## src/rtl/mem_arbiter_if.sv

```systemverilog
// Client/memory bus bundle for mem_arbiter.
// slave  : arbiter side (takes client requests, drives memory strobes)
// master : environment side (clients and memory model)
interface mem_arbiter_if #(
  parameter int ADDR_W = 32,
  parameter int DATA_W = 32
);
  logic [1:0]        vga_state;

  logic              cpu_write;
  logic              cpu_read;
  logic [ADDR_W-1:0] cpu_adr;
  logic [DATA_W-1:0] cpu_wdata;
  logic [3:0]        cpu_sel;
  logic [DATA_W-1:0] cpu_rdata;
  logic              cpu_ack;
  logic              cpu_en;

  logic              uart_write;
  logic [ADDR_W-1:0] uart_adr;
  logic [DATA_W-1:0] uart_wdata;
  logic [3:0]        uart_sel;
  logic              uart_ack;
  logic              uart_en;

  logic              vga_read;
  logic [ADDR_W-1:0] vga_adr;
  logic [3:0]        vga_sel;
  logic [DATA_W-1:0] vga_rdata;
  logic              vga_ack;

  logic              mem_write;
  logic              mem_read;
  logic [ADDR_W-1:0] mem_adr;
  logic [DATA_W-1:0] mem_wdata;
  logic [3:0]        mem_sel;
  logic [DATA_W-1:0] mem_rdata;
  logic              mem_busy;

  logic              timeout_err;

  modport slave (
    input  vga_state,
    input  cpu_write, cpu_read, cpu_adr, cpu_wdata, cpu_sel,
    output cpu_rdata, cpu_ack, cpu_en,
    input  uart_write, uart_adr, uart_wdata, uart_sel,
    output uart_ack, uart_en,
    input  vga_read, vga_adr, vga_sel,
    output vga_rdata, vga_ack,
    output mem_write, mem_read, mem_adr, mem_wdata, mem_sel,
    input  mem_rdata, mem_busy,
    output timeout_err
  );

  modport master (
    output vga_state,
    output cpu_write, cpu_read, cpu_adr, cpu_wdata, cpu_sel,
    input  cpu_rdata, cpu_ack, cpu_en,
    output uart_write, uart_adr, uart_wdata, uart_sel,
    input  uart_ack, uart_en,
    output vga_read, vga_adr, vga_sel,
    input  vga_rdata, vga_ack,
    input  mem_write, mem_read, mem_adr, mem_wdata, mem_sel,
    output mem_rdata, mem_busy,
    input  timeout_err
  );
endinterface

```

## src/rtl/mem_arbiter.sv

```systemverilog
// mem_arbiter: shares one single-port data memory between CPU, UART and VGA.
// One transaction at a time through IDLE -> ISSUE -> WAIT -> RESP.
// VGA wins whenever its display window is not INACTIVE; CPU and UART
// alternate round-robin only while VGA is INACTIVE.
// Optional build macro MEM_ARB_TIMEOUT_EN adds a mem_busy watchdog in WAIT.
module mem_arbiter #(
  parameter int ADDR_W         = 32,
  parameter int DATA_W         = 32,
  parameter int TIMEOUT_CYCLES = 64
) (
  input  logic           clk,
  input  logic           rst,
  mem_arbiter_if.slave   bus
);

  typedef enum logic [1:0] {IDLE, ISSUE, WAIT, RESP} state_t;
  typedef enum logic [1:0] {OWN_NONE, OWN_CPU, OWN_UART, OWN_VGA} owner_t;

  state_t            state, state_nx;
  owner_t            owner, grant;
  logic              rr_uart;        // 0: CPU next in line, 1: UART next in line
  logic              lat_wr;
  logic [ADDR_W-1:0] lat_adr;
  logic [DATA_W-1:0] lat_wdata;
  logic [3:0]        lat_sel;
  logic              grant_wr;
  logic [ADDR_W-1:0] grant_adr;
  logic [DATA_W-1:0] grant_wdata;
  logic [3:0]        grant_sel;
  logic [DATA_W-1:0] cpu_rdata_q, vga_rdata_q;
  logic              cpu_req, uart_req, vga_inactive, capture;

  assign cpu_req      = bus.cpu_write | bus.cpu_read;
  assign uart_req     = bus.uart_write;
  assign vga_inactive = (bus.vga_state == 2'b00);
  // Memory answered this cycle; the owner's read data is taken now.
  assign capture      = (state == WAIT) && !bus.mem_busy;

`ifdef MEM_ARB_TIMEOUT_EN
  localparam int CNT_W = $clog2(TIMEOUT_CYCLES + 1);
  logic [CNT_W-1:0] wait_cnt;
  logic             timeout_hit, tmo_q;

  // Last allowed busy cycle of WAIT has been reached and memory is still busy.
  assign timeout_hit = (state == WAIT) && bus.mem_busy &&
                       (wait_cnt == CNT_W'(TIMEOUT_CYCLES - 1));

  // Count cycles spent in WAIT; cleared whenever the FSM is elsewhere.
  always_ff @(posedge clk or posedge rst) begin
    if (rst)                wait_cnt <= '0;
    else if (state == WAIT) wait_cnt <= wait_cnt + 1'b1;
    else                    wait_cnt <= '0;
  end

  // Error flag lines up with the RESP cycle of a timed-out transaction.
  always_ff @(posedge clk or posedge rst) begin
    if (rst) tmo_q <= 1'b0;
    else     tmo_q <= timeout_hit;
  end

  assign bus.timeout_err = tmo_q;
`else
  // Watchdog compiled out; the expression is constant 0 but keeps the
  // parameter referenced so both builds share one parameter list.
  assign bus.timeout_err = (TIMEOUT_CYCLES < 0);
`endif

  // Next-state and grant selection.
  always_comb begin
    state_nx    = state;
    grant       = OWN_NONE;
    grant_wr    = 1'b0;
    grant_adr   = '0;
    grant_wdata = '0;
    grant_sel   = '0;
    unique case (state)
      IDLE: begin
        if (!bus.mem_busy) begin
          if (!vga_inactive && bus.vga_read)
            grant = OWN_VGA;
          else if (vga_inactive) begin
            if (cpu_req && (!uart_req || !rr_uart)) grant = OWN_CPU;
            else if (uart_req)                      grant = OWN_UART;
          end
        end
        if (grant != OWN_NONE) state_nx = ISSUE;
      end
      ISSUE: state_nx = WAIT;
      WAIT: begin
        if (!bus.mem_busy) state_nx = RESP;
`ifdef MEM_ARB_TIMEOUT_EN
        else if (timeout_hit) state_nx = RESP;
`endif
      end
      RESP: state_nx = IDLE;
      default: state_nx = IDLE;
    endcase
    unique case (grant)
      OWN_CPU: begin
        grant_wr    = bus.cpu_write;      // both strobes high counts as a write
        grant_adr   = bus.cpu_adr;
        grant_wdata = bus.cpu_write ? bus.cpu_wdata : '0;
        grant_sel   = bus.cpu_sel;
      end
      OWN_UART: begin
        grant_wr    = 1'b1;
        grant_adr   = bus.uart_adr;
        grant_wdata = bus.uart_wdata;
        grant_sel   = bus.uart_sel;
      end
      OWN_VGA: begin
        grant_wr    = 1'b0;
        grant_adr   = bus.vga_adr;
        grant_sel   = bus.vga_sel;
      end
      default: ;
    endcase
  end

  // State register.
  always_ff @(posedge clk or posedge rst) begin
    if (rst) state <= IDLE;
    else     state <= state_nx;
  end

  // Latch owner and request fields at grant; owner released after RESP.
  always_ff @(posedge clk or posedge rst) begin
    if (rst) begin
      owner     <= OWN_NONE;
      lat_wr    <= 1'b0;
      lat_adr   <= '0;
      lat_wdata <= '0;
      lat_sel   <= '0;
    end else if (grant != OWN_NONE) begin
      owner     <= grant;
      lat_wr    <= grant_wr;
      lat_adr   <= grant_adr;
      lat_wdata <= grant_wdata;
      lat_sel   <= grant_sel;
    end else if (state == RESP) begin
      owner     <= OWN_NONE;
    end
  end

  // Round-robin pointer flips to the other CPU/UART client after its RESP.
  always_ff @(posedge clk or posedge rst) begin
    if (rst) rr_uart <= 1'b0;
    else if (state == RESP) begin
      if (owner == OWN_CPU)       rr_uart <= 1'b1;
      else if (owner == OWN_UART) rr_uart <= 1'b0;
    end
  end

  // Per-client read data; only updated by that client's own completing read.
  always_ff @(posedge clk or posedge rst) begin
    if (rst) begin
      cpu_rdata_q <= '0;
      vga_rdata_q <= '0;
    end else begin
      if (capture && !lat_wr) begin
        if (owner == OWN_CPU) cpu_rdata_q <= bus.mem_rdata;
        if (owner == OWN_VGA) vga_rdata_q <= bus.mem_rdata;
      end
`ifdef MEM_ARB_TIMEOUT_EN
      if (timeout_hit) begin
        if (owner == OWN_CPU) cpu_rdata_q <= '0;
        if (owner == OWN_VGA) vga_rdata_q <= '0;
      end
`endif
    end
  end

  // Outputs decode from registered state only, so no input-to-output paths.
  assign bus.mem_write = (state == ISSUE) &&  lat_wr;
  assign bus.mem_read  = (state == ISSUE) && !lat_wr;
  assign bus.mem_adr   = (state == ISSUE || state == WAIT) ? lat_adr   : '0;
  assign bus.mem_wdata = (state == ISSUE || state == WAIT) ? lat_wdata : '0;
  assign bus.mem_sel   = (state == ISSUE || state == WAIT) ? lat_sel   : '0;

  assign bus.cpu_en    = (owner == OWN_CPU);
  assign bus.uart_en   = (owner == OWN_UART);
  assign bus.cpu_ack   = (state == RESP) && (owner == OWN_CPU);
  assign bus.uart_ack  = (state == RESP) && (owner == OWN_UART);
  assign bus.vga_ack   = (state == RESP) && (owner == OWN_VGA);
  assign bus.cpu_rdata = cpu_rdata_q;
  assign bus.vga_rdata = vga_rdata_q;

endmodule

```

## src/flat_wrapper.sv

```systemverilog
// flat-port wrapper written by rule: the top's interface ports become plain ports
module mem_arbiter_flat 
#(
  parameter int ADDR_W         = 32,
  parameter int DATA_W         = 32,
  parameter int TIMEOUT_CYCLES = 64
)
  (clk, rst, bus_vga_state, bus_cpu_write, bus_cpu_read, bus_cpu_adr, bus_cpu_wdata, bus_cpu_sel, bus_cpu_rdata, bus_cpu_ack, bus_cpu_en, bus_uart_write, bus_uart_adr, bus_uart_wdata, bus_uart_sel, bus_uart_ack, bus_uart_en, bus_vga_read, bus_vga_adr, bus_vga_sel, bus_vga_rdata, bus_vga_ack, bus_mem_write, bus_mem_read, bus_mem_adr, bus_mem_wdata, bus_mem_sel, bus_mem_rdata, bus_mem_busy, bus_timeout_err);
  mem_arbiter_if #(.ADDR_W(ADDR_W), .DATA_W(DATA_W)) bus_i ();
  input  logic clk;
  input  logic rst;
  input wire logic [$bits(bus_i.vga_state)-1:0] bus_vga_state;
  input wire logic [$bits(bus_i.cpu_write)-1:0] bus_cpu_write;
  input wire logic [$bits(bus_i.cpu_read)-1:0] bus_cpu_read;
  input wire logic [$bits(bus_i.cpu_adr)-1:0] bus_cpu_adr;
  input wire logic [$bits(bus_i.cpu_wdata)-1:0] bus_cpu_wdata;
  input wire logic [$bits(bus_i.cpu_sel)-1:0] bus_cpu_sel;
  output wire logic [$bits(bus_i.cpu_rdata)-1:0] bus_cpu_rdata;
  output wire logic [$bits(bus_i.cpu_ack)-1:0] bus_cpu_ack;
  output wire logic [$bits(bus_i.cpu_en)-1:0] bus_cpu_en;
  input wire logic [$bits(bus_i.uart_write)-1:0] bus_uart_write;
  input wire logic [$bits(bus_i.uart_adr)-1:0] bus_uart_adr;
  input wire logic [$bits(bus_i.uart_wdata)-1:0] bus_uart_wdata;
  input wire logic [$bits(bus_i.uart_sel)-1:0] bus_uart_sel;
  output wire logic [$bits(bus_i.uart_ack)-1:0] bus_uart_ack;
  output wire logic [$bits(bus_i.uart_en)-1:0] bus_uart_en;
  input wire logic [$bits(bus_i.vga_read)-1:0] bus_vga_read;
  input wire logic [$bits(bus_i.vga_adr)-1:0] bus_vga_adr;
  input wire logic [$bits(bus_i.vga_sel)-1:0] bus_vga_sel;
  output wire logic [$bits(bus_i.vga_rdata)-1:0] bus_vga_rdata;
  output wire logic [$bits(bus_i.vga_ack)-1:0] bus_vga_ack;
  output wire logic [$bits(bus_i.mem_write)-1:0] bus_mem_write;
  output wire logic [$bits(bus_i.mem_read)-1:0] bus_mem_read;
  output wire logic [$bits(bus_i.mem_adr)-1:0] bus_mem_adr;
  output wire logic [$bits(bus_i.mem_wdata)-1:0] bus_mem_wdata;
  output wire logic [$bits(bus_i.mem_sel)-1:0] bus_mem_sel;
  input wire logic [$bits(bus_i.mem_rdata)-1:0] bus_mem_rdata;
  input wire logic [$bits(bus_i.mem_busy)-1:0] bus_mem_busy;
  output wire logic [$bits(bus_i.timeout_err)-1:0] bus_timeout_err;
  assign bus_i.vga_state = bus_vga_state;
  assign bus_i.cpu_write = bus_cpu_write;
  assign bus_i.cpu_read = bus_cpu_read;
  assign bus_i.cpu_adr = bus_cpu_adr;
  assign bus_i.cpu_wdata = bus_cpu_wdata;
  assign bus_i.cpu_sel = bus_cpu_sel;
  assign bus_cpu_rdata = bus_i.cpu_rdata;
  assign bus_cpu_ack = bus_i.cpu_ack;
  assign bus_cpu_en = bus_i.cpu_en;
  assign bus_i.uart_write = bus_uart_write;
  assign bus_i.uart_adr = bus_uart_adr;
  assign bus_i.uart_wdata = bus_uart_wdata;
  assign bus_i.uart_sel = bus_uart_sel;
  assign bus_uart_ack = bus_i.uart_ack;
  assign bus_uart_en = bus_i.uart_en;
  assign bus_i.vga_read = bus_vga_read;
  assign bus_i.vga_adr = bus_vga_adr;
  assign bus_i.vga_sel = bus_vga_sel;
  assign bus_vga_rdata = bus_i.vga_rdata;
  assign bus_vga_ack = bus_i.vga_ack;
  assign bus_mem_write = bus_i.mem_write;
  assign bus_mem_read = bus_i.mem_read;
  assign bus_mem_adr = bus_i.mem_adr;
  assign bus_mem_wdata = bus_i.mem_wdata;
  assign bus_mem_sel = bus_i.mem_sel;
  assign bus_i.mem_rdata = bus_mem_rdata;
  assign bus_i.mem_busy = bus_mem_busy;
  assign bus_timeout_err = bus_i.timeout_err;
  mem_arbiter #(.ADDR_W(ADDR_W), .DATA_W(DATA_W), .TIMEOUT_CYCLES(TIMEOUT_CYCLES)) u_core (.clk(clk), .rst(rst), .bus(bus_i));
endmodule
```

## config.mk

```make
export PLATFORM = sky130hd
export DESIGN_NAME = mem_arbiter_flat
export DESIGN_NICKNAME = d
export VERILOG_FILES = /design/src/rtl/mem_arbiter_if.sv /design/src/rtl/mem_arbiter.sv /design/src/flat_wrapper.sv
export SDC_FILE = /design/constraint.sdc
export NUM_CORES = 1
export LEC_CHECK = 0
export CAP_MARGIN = 0
export CORE_AREA = 2 2 135 137
export CTS_CLUSTER_DIAMETER = 150
export DETAILED_ROUTE_END_ITERATION = 10
export DIE_AREA = 0 0 137 139
export DONT_BUFFER_PORTS = 1
export PLACE_DENSITY_LB_ADDON = 0.1
export SYNTH_ARGS = -nofsm -noshare
export SYNTH_HDL_FRONTEND = slang
export SYNTH_SLANG_ARGS = --single-unit
export TNS_END_PERCENT = 1
```

## constraint.sdc

```tcl
create_clock -name clk -period 11.5 [get_ports clk]
set_input_delay 1.725 -clock clk [delete_from_list [all_inputs] [get_ports clk]]
set_output_delay 1.725 -clock clk [all_outputs]
set_load 0.02 [all_outputs]
```

# Word-level counts from Yosys, hierarchy flattened
# Cells that the tools add are included.
[totals]
reg_bits = 138
latchBits = 0
ram_bits = 0
rom_bits = 0
output_inout_bits = 140
word_cells = 69
mem_count = 0
[op_classes]
n_addsub = 0
n_mul = 0
n_div = 0
order_cmp = 0
n_eq_ne = 11
shifts = 0
n_mux = 22
n_bitwise = 1
reduce_logical = 26
[ops]
columns = ["operator", "count"]
rows = [
  ["32-bit 2-to-1 mux", 3],
  ["32-bit one-hot mux with 3 select lines", 1],
  ["32-bit one-hot mux with 2 select lines", 1],
  ["2-bit 2-to-1 mux", 11],
  ["2-bit == test (second input constant)", 6],
  ["4-bit one-hot mux with 3 select lines", 1],
  ["1-bit logical AND", 9],
  ["2-bit one-hot mux with 4 select lines", 1],
  ["2-bit AND reduction", 4],
  ["2-bit nonzero test", 4],
  ["2-bit by 1-bit == test with 1-bit output (second input constant)", 3],
  ["1-bit logical NOT", 5],
  ["2-bit logical NOT", 2],
  ["4-bit 2-to-1 mux", 1],
  ["1-bit logical OR", 2],
  ["1-bit 2-to-1 mux", 2],
  ["2-bit by 1-bit != test with 1-bit output (second input constant)", 1],
  ["2-bit != test (second input constant)", 1],
  ["1-bit one-hot mux with 2 select lines", 1],
  ["1-bit OR", 1],
]

# Depth between registers and ports, before layout
# Gate-level depths: netlist of run 1.
[depth]
word_depth = 11
ltp_mapped = 13
ltp_nobuf = 8

# Worst setup path before layout of run 1
# Ideal clock, no wire load.
[synth_path]
kind = "input-to-reg"
start = "input bus_vga_state[1]"
end = "register u_core.lat_wdata[10]"
setup_time_ns = 0.125
arrival_ns = 3.402
required_time_ns = 11.375
path_slack_ns = 7.973
stages = 11
path_cell_list = "o21a_1 -> buf_2 -> a31oi_1 -> nor2_1 -> ha_1 -> clkbuf_1 -> buf_2 -> buf_2 -> a32oi_1 -> nor2_1 -> mux2_4"
[synth_between]
elab_chain_cells = 9
elab_cells_between_ends = 12
[synth_rtl]
columns = ["item", "line_no", "text"]
rows = [
  ["from (decl)", "flat_wrapper.sv:12", "input wire logic [$bits(bus_i.vga_state)-1:0] bus_vga_state;"],
  ["2-bit logical NOT *", "mem_arbiter.sv:35", "assign vga_inactive = (bus.vga_state == 2'b00);"],
  ["1-bit logical NOT", "mem_arbiter.sv:79", "if (!vga_inactive && bus.vga_read)"],
  ["1-bit logical AND", "mem_arbiter.sv:79", ""],
  ["2-bit 2-to-1 mux *", "mem_arbiter.sv:79", ""],
  ["2-bit 2-to-1 mux *", "mem_arbiter.sv:78", "if (!bus.mem_busy) begin"],
  ["2-bit 2-to-1 mux * (2 in a row)", "mem_arbiter.sv:76", "unique case (state)"],
  ["2-bit == test / 2-bit by 1-bit == test with 1-bit output (equally long branches)", "mem_arbiter.sv:98", "unique case (grant)"],
  ["32-bit one-hot mux with 2 select lines", "mem_arbiter.sv:98", ""],
  ["to (signal assigned)", "mem_arbiter.sv:138", "lat_wdata <= grant_wdata;"],
  ["to (decl)", "mem_arbiter.sv:24", "logic [DATA_W-1:0] lat_wdata;"],
]
# Mark *: on every way between the ends. The rest lies on a longest branch, timed or not. The select of a mux whose other input is x is not followed.
# A chain may end at the register's enable or synchronous reset.

# Worst setup path in the final report of run 1
[layout_path]
start = "register u_core.state[0]"
end = "output bus_mem_adr[7]"
[layout_between]
elab_chain_cells = 3
elab_cells_between_ends = 4
[layout_rtl]
columns = ["item", "line_no", "text"]
rows = [
  ["from (decl)", "mem_arbiter.sv:19", "state_t state, state_nx;"],
  ["from (signal assigned)", "mem_arbiter.sv:123", "else state <= state_nx;"],
  ["2-bit by 1-bit == test with 1-bit output / 2-bit == test (equally long branches)", "mem_arbiter.sv:176", "assign bus.mem_adr = (state == ISSUE || state == WAIT) ? lat_adr : '0;"],
  ["1-bit logical OR *", "mem_arbiter.sv:176", ""],
  ["32-bit 2-to-1 mux *", "mem_arbiter.sv:176", ""],
  ["to (decl)", "flat_wrapper.sv:34", "output wire logic [$bits(bus_i.mem_adr)-1:0] bus_mem_adr;"],
]
# Mark *: on every way between the ends. The rest lies on a longest branch, timed or not.

==> results of run 1 <==
worst min path at each step:
| stage | to | slack (ps) |
|---|---|---|
| 2_1_floorplan | u_core.lat_wdata[10]$_DFFE_PP0P_ | 470 |
| 3_3_place_gp | u_core.lat_wdata[17]$_DFFE_PP0P_ | 490 |
| 3_5_place_dp | u_core.lat_wdata[13]$_DFFE_PP0P_ | 490 |
| 4_1_cts | u_core.lat_wdata[13]$_DFFE_PP0P_ | 510 |
| 5_1_grt | u_core.lat_wdata[13]$_DFFE_PP0P_ | 520 |
| 6_report | u_core.lat_wdata[13]$_DFFE_PP0P_ | 500 |
per-layer routing:
layer  up-vias  track usage (%)  part of all wire (%)
met4         0            5.480                   1.3
li1       2184                -                     -
met1      2385            21.88                    39
met2       239            30.74                    50
met3        16            6.323                   9.7
met5         -                0                     0
registers in the layout, summed over array words and instances (netlist names), 2 cells and up:
register              cells
u_core.bus.cpu_rdata     32
u_core.bus.vga_rdata     32
u_core.lat_adr           32
u_core.lat_sel            4
u_core.lat_wdata         32
u_core.owner              2
u_core.state              2
worst max-delay path, stage by stage, from the launching register on:
cell	delay, ps
dfrtp_1	380
inv_1	120
ha_1	900
inv_1	800
nor2_1	600
area by class of cell:
| type | count | area (um^2) | area share, % |
|---|---|---|---|
| inverter | 42 | 162.7 | 2.054 |
| clock buffer | 18 | 439.2 | 5.546 |
| sequential | 138 | 3453 | 43.61 |
| tap | 229 | 286.5 | 3.618 |
| multi-input combinational | 391 | 3338 | 42.16 |
| clock inverter | 14 | 178.9 | 2.259 |
| timing repair buffer | 8 | 60.06 | 0.7584 |
cells in the mapped netlist (2+ instances only):
| library cell | number |
|---|---|
| buf_6 | 6 |
| inv_1 | 42 |
| and2_1 | 36 |
| o32ai_1 | 2 |
| nand2b_1 | 4 |
| o2111ai_1 | 2 |
| a31oi_1 | 38 |
| mux2_1 | 14 |
| nor2b_1 | 2 |
| or2_2 | 2 |
| buf_2 | 16 |
| dfrtp_1 | 138 |
| nor4bb_1 | 2 |
| mux2_4 | 32 |
| a32oi_1 | 32 |
| a21oi_1 | 2 |
| mux2i_1 | 36 |
| ha_1 | 10 |
| a22o_1 | 36 |
| buf_4 | 4 |
| mux2_2 | 52 |
| nor2_1 | 72 |
| clkbuf_1 | 29 |
kinds of logic (layout without fill, tap and decap cells):
kind of cell | after synthesis | count (layout) | synth area share (%)
compound gates | 122 | 122 | 13.44
mux | 134 | 134 | 22.02
flops | 138 | 138 | 48.00
buf+inv | 98 | 82 | 6.226
other cells | 1 | 1 | 0.05212
simple gates | 124 | 124 | 8.522
fa+ha+maj | 10 | 10 | 1.739
metrics by stage:
stage / utilization, % / total power (W) / instance area (um^2) / cells
floorplan: - / 0.001295 / 7194 / 627
detailed placement: 41.35 / 0.001423 / 7301 / 808
global route: 44.85 / 0.002093 / 7919 / 840
CTS: 44.85 / 0.002002 / 7919 / 840
finish: 44.85 / 0.001969 / 7919 / 840
global placement: 41.35 / 0.001399 / 7301 / 808
power by group:
| part | total, W | switching, W | internal (W) |
|---|---|---|---|
| combinational | 0.000536 | 0.000337 | 0.000199 |
| clock | 0.000568 | 0.000232 | 0.000336 |
| sequential | 0.000865 | 0.000220 | 0.000645 |
==> summary.md, run 1 <==
| Metric | Value |
|---|---|
| Clock sink count | 138 |
| VDD IR max | 0.0001205 V |
| Final Cycle Share | 43.02% |
| Slew margin rel. | 15.55% |
| Place WS | 6892 ps |
| Pwr dens | 248.7 mW/mm^2 |
| Top cells by area, synth | dfrtp_1 (48%), mux2_2 (8.1%), mux2_4 (6.7%) |
| Initial antenna violation count | 0 |
| Hold path depth | 1 |
| Post-Route WL | 17.98 mm |
| Number of flops mapped to enable cells by yosys | 0 |
| P_leak | 3.362 nW |
| Final hold vios | 0 |
| Crit path DAT | 3220 ps |
| CTS root buffer | clkbuf_16 |
| Pre-antenna DRT Iters | 5 |
| GRT Util Overall | 18.27% |
| Post-synthesis to final-layout area growth | 10.07% |
| Post-synth top area share | 48.00% |
| Vias in the first global route | 4915 |
| Most common cell after layout, fill and taps aside | dfrtp_1 |
| HPWL after detailed placement | 12.86 mm |
| Critical path required time | 9780 ps |
| First-pass GRT wire length | 26.77 mm |
| Fin Hold WS | 503.0 ps |
| Worst r2r src | u_core.state[0]$_DFFE_PP0P_ |
| Register area share after synthesis | 48.00% |
| Iteration-0 DRC Markers | 171 |
| Skew-Pair Late Insertion Delay | 410 ps |
| Status | finished clean |
| CP Class | flip-flop to output pin |
| Routed wire per std cell | 21.40 um |
| Post-synth top flop | dfrtp_1 |
| Max clock buf depth | 2 |
| Cell Area, Synth | 0.007194 mm^2 |
| CTS tree | yes |
| Number of buffers created by CTS | 17 |
| Gp weighted congestion | 0.8062 |
| Worst Reg-to-Reg Cells | 8 |
| TNS Setup | 0 ps |
| CTS resizes | 0 |
| Grt ovf | 0 |
| Antenna viol nets, final | 0 |
| Die span in y | 139 um |
| Ports | 353 |
| # diodes | 0 |
| Rows | 49 |
| Final WS setup | 6553 ps |
| Critical path endpoint | bus_mem_adr[7] |
| Worst setup EP type | output pin |
| FF+latch count, synth | 138 |
| Clk_skew | 8.613 ps |
| Share of layout cells above drive strength 1 | 22.09% |
| Asr flop ratio synth | 100.0% |
| Worst Hold Launch | u_core.lat_wdata[13]$_DFFE_PP0P_ |
| Peak Freq | 0.2021 GHz |
| Syn_nets | 850 |
| Worst r2r dst | u_core.lat_wdata[0]$_DFFE_PP0P_ |
| Reg-to-reg setup timing slack | 8500 ps |
| Commonest cells after routing, fill and taps aside | dfrtp_1 (138), nor2_1 (72), mux2_2 (52), inv_1 (41), a31oi_1 (38) |
| Count of unique library cells instantiated by Yosys | 41 |
| Max-Cap Viols | 0 |
| Routed via count | 4824 |
| Syn Inst Count | 627 |
| Minimum clock period | 4947 ps |
| Die Wd | 137 um |
| Pins Over Slew Limit | 0 |
| IO Port Bufs | 0 |
| Vias per cell | 5.743 |
| Crit path launch | u_core.state[0]$_DFFE_PP0P_ |
| Starting Density | 40.75% |
| Residual DRC | 0 |
| Worst-margin pin slew | 1267 ps |
| Die Footprint | 0.01904 mm^2 |
| Dominant cell type by area after synthesis | dfrtp_1 |
| CTS H-tree depth | 4 |
| Pin count of the biggest net entering global routing | 73 |
| RSZ-0062 raised after global routing | false |
| Yosys Warn Count | 0 |
| Worst hold path type | flip-flop to flip-flop |
| Startpoint types | flip-flop |
| CP max FO | 38 |
| Setup Viol. Count Final | 0 |
| Fillers | 1640 |
| Hold Buf Count CTS | 0 |
| Nets | 821 |
| Post-CTS setup buffers | 0 |
| Synthesized area per cell | 11.47 um^2 |
| Worst-path clk slew | 70 ps |
| Core box area | 0.01766 mm^2 |
Note: power is estimated with default switching activity, not from simulation.
==> inputs of run 2 (changes only) <==
==> constraint.sdc (replaced) <==
create_clock -name clk -period 4.9 [get_ports clk]
set_input_delay 0.735 -clock clk [delete_from_list [all_inputs] [get_ports clk]]
set_output_delay 0.735 -clock clk [all_outputs]
set_load 0.02 [all_outputs]
==> run 2 against run 1 <==
Clock power rose by 130%. Total power up 130%. Routed wire length rose by 4.7%. Setup slack worse by 5200 ps. First-iteration DRC count is 26% higher. Largest cell class unchanged. Largest power group unchanged.
==> summary.md, run 2 (synthesis gave the netlist of run 1 again) <==
| Metric | Value |
|---|---|
| Routed wire per std cell | 22.37 um (was 21.40 um) |
| Post-CTS setup buffers | 0 (unchanged) |
| Slew margin rel. | 11.64% (was 15.55%) |
| CTS tree | yes (unchanged) |
| Startpoint types | flip-flop (unchanged) |
| IO Port Bufs | 0 (unchanged) |
| Rows | 49 (unchanged) |
| Critical path required time | 4160 ps (was 9780 ps) |
| Worst setup EP type | output pin (unchanged) |
| Crit path DAT | 2770 ps (was 3220 ps) |
| Residual DRC | 0 (unchanged) |
| Core box area | 0.01766 mm^2 (unchanged) |
| Share of layout cells above drive strength 1 | 22.06% (was 22.09%) |
| Max clock buf depth | 2 (unchanged) |
| Die Wd | 137 um (unchanged) |
| Die Footprint | 0.01904 mm^2 (unchanged) |
| Worst-margin pin slew | 1325 ps (was 1267 ps) |
| Minimum clock period | 3509 ps |
| Vias in the first global route | 5098 (was 4915) |
| Final WS setup | 1391 ps (was 6553 ps) |
| Routed via count | 4907 (was 4824) |
| Nets | 822 (was 821) |
| Pwr dens | 582.3 mW/mm^2 (was 248.7 mW/mm^2) |
| Clock sink count | 138 (unchanged) |
| Pins Over Slew Limit | 0 (unchanged) |
| First-pass GRT wire length | 28.08 mm (was 26.77 mm) |
| Antenna viol nets, final | 0 (unchanged) |
| Post-synthesis to final-layout area growth | 9.809% (was 10.07%) |
| Skew-Pair Late Insertion Delay | 420 ps (was 410 ps) |
| Setup Viol. Count Final | 0 (unchanged) |
| Ports | 353 (unchanged) |
| GRT Util Overall | 19.35% (was 18.27%) |
| Commonest cells after routing, fill and taps aside | dfrtp_1 (138), nor2_1 (72), mux2_2 (52), inv_1 (41), a31oi_1 (38) (unchanged) |
| Iteration-0 DRC Markers | 216 (was 171) |
| Die span in y | 139 um (unchanged) |
| Vias per cell | 5.835 (was 5.743) |
| Gp weighted congestion | 0.7943 (was 0.8062) |
| VDD IR max | 0.0002442 V (was 0.0001205 V) |
| Final hold vios | 0 (unchanged) |
| Max-Cap Viols | 0 (unchanged) |
| Pin count of the biggest net entering global routing | 99 (was 73) |
| Place WS | 1132 ps (was 6892 ps) |
| Post-Route WL | 18.82 mm (was 17.98 mm) |
| Worst hold path type | input port to async pin (was flip-flop to flip-flop) |
| CTS resizes | 0 (unchanged) |
| Starting Density | 40.75% (unchanged) |
| Hold Buf Count CTS | 0 (unchanged) |
| Clk_skew | 13.26 ps (was 8.613 ps) |
| Most common cell after layout, fill and taps aside | dfrtp_1 (unchanged) |
| CP max FO | 38 (unchanged) |
| Number of buffers created by CTS | 17 (unchanged) |
| RSZ-0062 raised after global routing | false (unchanged) |
| CP Class | flip-flop to output pin (unchanged) |
| HPWL after detailed placement | 13.08 mm (was 12.86 mm) |
| Peak Freq | 0.2850 GHz |
| Pre-antenna DRT Iters | 4 (was 5) |
| CTS H-tree depth | 4 (unchanged) |
| Status | finished clean (unchanged) |
| Final Cycle Share | 71.62% |
| Initial antenna violation count | 0 (unchanged) |
| CTS root buffer | clkbuf_16 (unchanged) |
| Worst-path clk slew | 60 ps (was 70 ps) |
| # diodes | 0 (unchanged) |
| Grt ovf | 0 (unchanged) |
| TNS Setup | 0 ps (unchanged) |
| P_leak | 3.354 nW (was 3.362 nW) |
run 2: changes by cell type in the layout (fill, tap and decap cells not counted):
| cell | before | now |
|---|---|---|
| inv_6 | 5 | 4 |
| clkinv_4 | 0 | 3 |
| clkbuf_8 | 1 | 0 |
| buf_4 | 8 | 9 |
| clkinv_2 | 0 | 1 |
| inv_8 | 4 | 2 |
| clkbuf_1 | 0 | 1 |
| clkinv_8 | 1 | 0 |
run 2: metal layers:
layer,global-route usage [%],vias up,share of wire (%)
met5,0,-,0
met2,32.70,257,50
met1,22.24,2426,39
met3,6.908,29,9.5
met4,7.379,0,2.1
li1,-,2195,-
run 2: final cells by class:
class / count / area (um^2)
tap: 229 / 286.5
clock inverter: 14 / 162.7
inverter: 42 / 162.7
clock buffer: 18 / 429.2
sequential: 138 / 3453
multi-input combinational: 391 / 3338
fill: 1651 / 9757
timing repair buffer: 9 / 67.56
run 2: path summary, 6_finish.rpt:
| path | startpoint | end | slack (ps) | cells past startpoint |
|---|---|---|---|---|
| min in group clk | bus_mem_rdata[0] | u_core.bus.vga_rdata[0]$_DFFE_PP0P_ | 450 | 1 |
| setup / recovery | u_core.state[0]$_DFFE_PP0P_ | bus_mem_adr[31] | 1390 | 5 |
| setup reg to reg | u_core.state[0]$_DFFE_PP0P_ | u_core.lat_wdata[3]$_DFFE_PP0P_ | 1890 | 9 |
| max in group asynchronous | rst | u_core.lat_wdata[3]$_DFFE_PP0P_ | 3400 | 2 |
| hold / removal | rst | u_core.bus.vga_rdata[20]$_DFFE_PP0P_ | 360 | 1 |
| hold reg to reg | u_core.lat_wdata[21]$_DFFE_PP0P_ | u_core.lat_wdata[21]$_DFFE_PP0P_ | 500 | 1 |
run 2: power breakdown:
group          internal, W  switching [W]  total, W
clock             0.000762       0.000531   0.00129
combinational     0.000472       0.000804   0.00128
sequential         0.00151       0.000517   0.00203
total              0.00275        0.00185   0.00460
run 2: worst max-delay path: stages, from the launching register on:
cell and delay (ps):
dfrtp_1 400, inv_1 150, ha_1 250, buf_4 230
inv_1 940, nor2_1 360
run 2: stage by stage:
step | power (W) | hold WS (ps) | instance area, um^2 | cells | util, %
after floorplan | 0.003040 | 473.4 | 7194 | 627 | -
after global placement | 0.003311 | 488.9 | 7308 | 809 | 41.39
after detailed placement | 0.003350 | 484.0 | 7308 | 809 | 41.39
after CTS | 0.004664 | 377.3 | 7900 | 841 | 44.74
after global routing | 0.004878 | 412.4 | 7900 | 841 | 44.74
final | 0.004600 | 364.9 | 7900 | 841 | 44.74
==> inputs of run 3 (changes only) <==
--- a/config.mk
+++ b/config.mk
@@ -6,10 +6,10 @@
 export NUM_CORES = 1
 export LEC_CHECK = 0
 export CAP_MARGIN = 0
-export CORE_AREA = 2 2 135 137
+export CORE_AREA = 2 2 136 138
 export CTS_CLUSTER_DIAMETER = 150
 export DETAILED_ROUTE_END_ITERATION = 10
-export DIE_AREA = 0 0 137 139
+export DIE_AREA = 0 0 138 140
 export DONT_BUFFER_PORTS = 1
 export PLACE_DENSITY_LB_ADDON = 0.1
 export SYNTH_ARGS = -nofsm -noshare
==> constraint.sdc (replaced) <==
create_clock -name clk -period 3.1 [get_ports clk]
set_input_delay 0.465 -clock clk [delete_from_list [all_inputs] [get_ports clk]]
set_output_delay 0.465 -clock clk [all_outputs]
set_load 0.02 [all_outputs]
==> run 3 against run 2 <==
Global-route usage up 0.35 points. Die area up 1.5%. Combinational power up 76%. Sequential power up 58%. First-iteration DRC count down 33%. Clock skew down 6.5 ps. Core utilization up 1.7 points. Critical path type is now flip-flop to flip-flop. Sequential share of layout area down 1.9 points. Final cell count up 4.6%. Critical path depth up 4.
==> summary.md, run 3 (synthesis gave the netlist of run 1 again) <==
| Metric | Value |
|---|---|
| Routed via count | 4950 (was 4907) |
| Pwr dens | 917.7 mW/mm^2 (was 582.3 mW/mm^2) |
| Rows | 49 (unchanged) |
| Post-synthesis to final-layout area growth | 14.78% (was 9.809%) |
| TNS Setup | 0 ps (unchanged) |
| Max clock buf depth | 2 (unchanged) |
| Iteration-0 DRC Markers | 144 (was 216) |
| Ports | 353 (unchanged) |
| Grt peak-use layer | met2 (unchanged) |
| Gp weighted congestion | 0.8069 (was 0.7943) |
| CTS H-tree depth | 4 (unchanged) |
| Worst-margin pin slew | 740.5 ps (was 1325 ps) |
| Worst setup EP type | flip-flop (was output pin) |
| Pins Over Slew Limit | 0 (unchanged) |
| Pre-antenna DRT Iters | 4 (unchanged) |
| Most common cell after layout, fill and taps aside | dfrtp_1 (unchanged) |
| Status | finished clean (unchanged) |
| Die span in y | 140 um (was 139 um) |
| Pin count of the biggest net entering global routing | 75 (was 99) |
| Crit path DAT | 3020 ps (was 2770 ps) |
| Worst hold path type | input port to flip-flop (was input port to async pin) |
| Antenna viol nets, final | 0 (unchanged) |
| Share of layout cells above drive strength 1 | 26.73% (was 22.06%) |
| Number of buffers created by CTS | 17 (unchanged) |
| CP max FO | 37 (was 38) |
| GRT Util Overall | 19.69% (was 19.35%) |
| Final hold vios | 0 (unchanged) |
| VDD IR max | 0.0006855 V (was 0.0002442 V) |
| Residual DRC | 0 (unchanged) |
| CP Class | flip-flop to flip-flop (was flip-flop to output pin) |
| First-pass GRT wire length | 30.08 mm (was 28.08 mm) |
| Core box area | 0.01778 mm^2 (was 0.01766 mm^2) |
| Initial antenna violation count | 0 (unchanged) |
| Reg-to-reg setup timing slack | 410 ps (was 1890 ps) |
| M1 GR Usage | 23.33% (was 22.24%) |
| IO Port Bufs | 0 (unchanged) |
| Worst-path clk slew | 60 ps (about the same) |
| Slew margin rel. | 50.63% (was 11.64%) |
| Starting Density | 40.46% (was 40.75%) |
| Nets | 862 (was 822) |
| CTS root buffer | clkbuf_16 (unchanged) |
| CTS resizes | 0 (unchanged) |
| Die Wd | 138 um (was 137 um) |
| Setup Viol. Count Final | 0 (unchanged) |
| CTS tree | yes (unchanged) |
| Die Footprint | 0.01932 mm^2 (was 0.01904 mm^2) |
| Skew-Pair Late Insertion Delay | 410 ps (was 420 ps) |
| # diodes | 0 (unchanged) |
| Met3 GRT Util | 7.043% (was 6.908%) |
| Critical path required time | 3430 ps (was 4160 ps) |
| Final core occ | 46.45% (was 44.74%) |
| Clk_skew | 6.758 ps (was 13.26 ps) |
| Startpoint types | flip-flop (unchanged) |
| Vias in the first global route | 5212 (was 5098) |
| Max-Cap Viols | 0 (unchanged) |
| Grt met2 use | 32.54% (was 32.70%) |
| Design area | 0.008258 mm^2 (was 0.007900 mm^2) |
| Placed cell areas | 0.007637 mm^2 (was 0.007308 mm^2) |
| Clock sink count | 138 (unchanged) |
| Routed wire per std cell | 21.76 um (was 22.37 um) |
| Commonest cells after routing, fill and taps aside | dfrtp_1 (138), nor2_1 (72), mux2_2 (52), buf_4 (45), inv_1 (41) (was dfrtp_1 (138), nor2_1 (72), mux2_2 (52), inv_1 (41), a31oi_1 (38)) |
| Post-Route WL | 19.15 mm (was 18.82 mm) |
| Peak Freq | 0.3712 GHz |
| HPWL after detailed placement | 13.62 mm (was 13.08 mm) |
| Vias per cell | 5.625 (was 5.835) |
| RSZ-0062 raised after global routing | false (unchanged) |
| Final Cycle Share | 86.90% |
| Grt ovf | 0 (unchanged) |
| P_leak | 3.587 nW (was 3.354 nW) |
| Minimum clock period | 2694 ps |
==> run 3: path summary, 6_finish.rpt <==
| path | startpoint | endpoint | cells past startpoint |
|---|---|---|---|
| min in group asynchronous | rst | u_core.bus.cpu_rdata[25]$_DFFE_PP0P_ | 2 |
| max in group asynchronous | rst | u_core.bus.cpu_rdata[31]$_DFFE_PP0P_ | 3 |
| setup / recovery | u_core.state[1]$_DFFE_PP0P_ | u_core.lat_adr[29]$_DFFE_PP0P_ | 9 |
| hold / removal | bus_mem_rdata[19] | u_core.bus.vga_rdata[19]$_DFFE_PP0P_ | 1 |
| hold reg to reg | u_core.lat_wdata[29]$_DFFE_PP0P_ | u_core.lat_wdata[29]$_DFFE_PP0P_ | 1 |
| setup reg to reg | u_core.state[1]$_DFFE_PP0P_ | u_core.lat_adr[29]$_DFFE_PP0P_ | 9 |
==> run 3: worst max-delay path, stage by stage, from the launching register on <==
cell,delay [ps]
dfrtp_1,430
inv_1,140
ha_1,300
nand2b_1,200
nor2_1,160
ha_2,670
buf_12,270
a22o_1,160
a31oi_1,60
mux2i_1,170
==> run 3: area by class of cell <==
type | instances | area, um^2
Inverter | 42 | 161.4
Clock buffer | 17 | 425.4
Fill cell | 1684 | 9522
Timing Repair Buffer | 49 | 407.9
Multi-Input combinational cell | 391 | 3338
Sequential cell | 138 | 3453
Tap cell | 229 | 286.5
Clock inverter | 14 | 185.2
==> run 3: through the flow <==
stage	total power (W)	instances	setup slack (ps)	hold slack (ps)
finish	0.007578	880	406.0	187.4
CTS	0.007684	880	414.1	168.6
global route	0.008026	880	130.7	160.8
global placement	0.005455	848	554.3	377.7
detailed placement	0.005533	848	439.9	379.6
floorplan	0.004806	627	525.7	473.4
==> run 3: what timing repair did <==
action,4_1_cts,5_1_grt
setup buffers,0,0
hold endpoints to repair,19,0
hold buffers,1,0
==> run 3: routing by layer <==
layer | vias to the layer above | part of all wire [%] | routed length, um
met5 | - | 0 | 0
met4 | 0 | 2.8 | 544
met3 | 32 | 8.5 | 1622
met2 | 244 | 49 | 9396
met1 | 2410 | 40 | 7581
li1 | 2264 | - | -
==> run 3: report_power, final <==
part | switching, W | total (W) | leakage [nW] | internal (W)
Sequential | 0.000816 | 0.00321 | 1.83 | 0.00239
Combinational | 0.00131 | 0.00225 | 1.46 | 0.000940
Clock | 0.000833 | 0.00212 | 0.295 | 0.00129
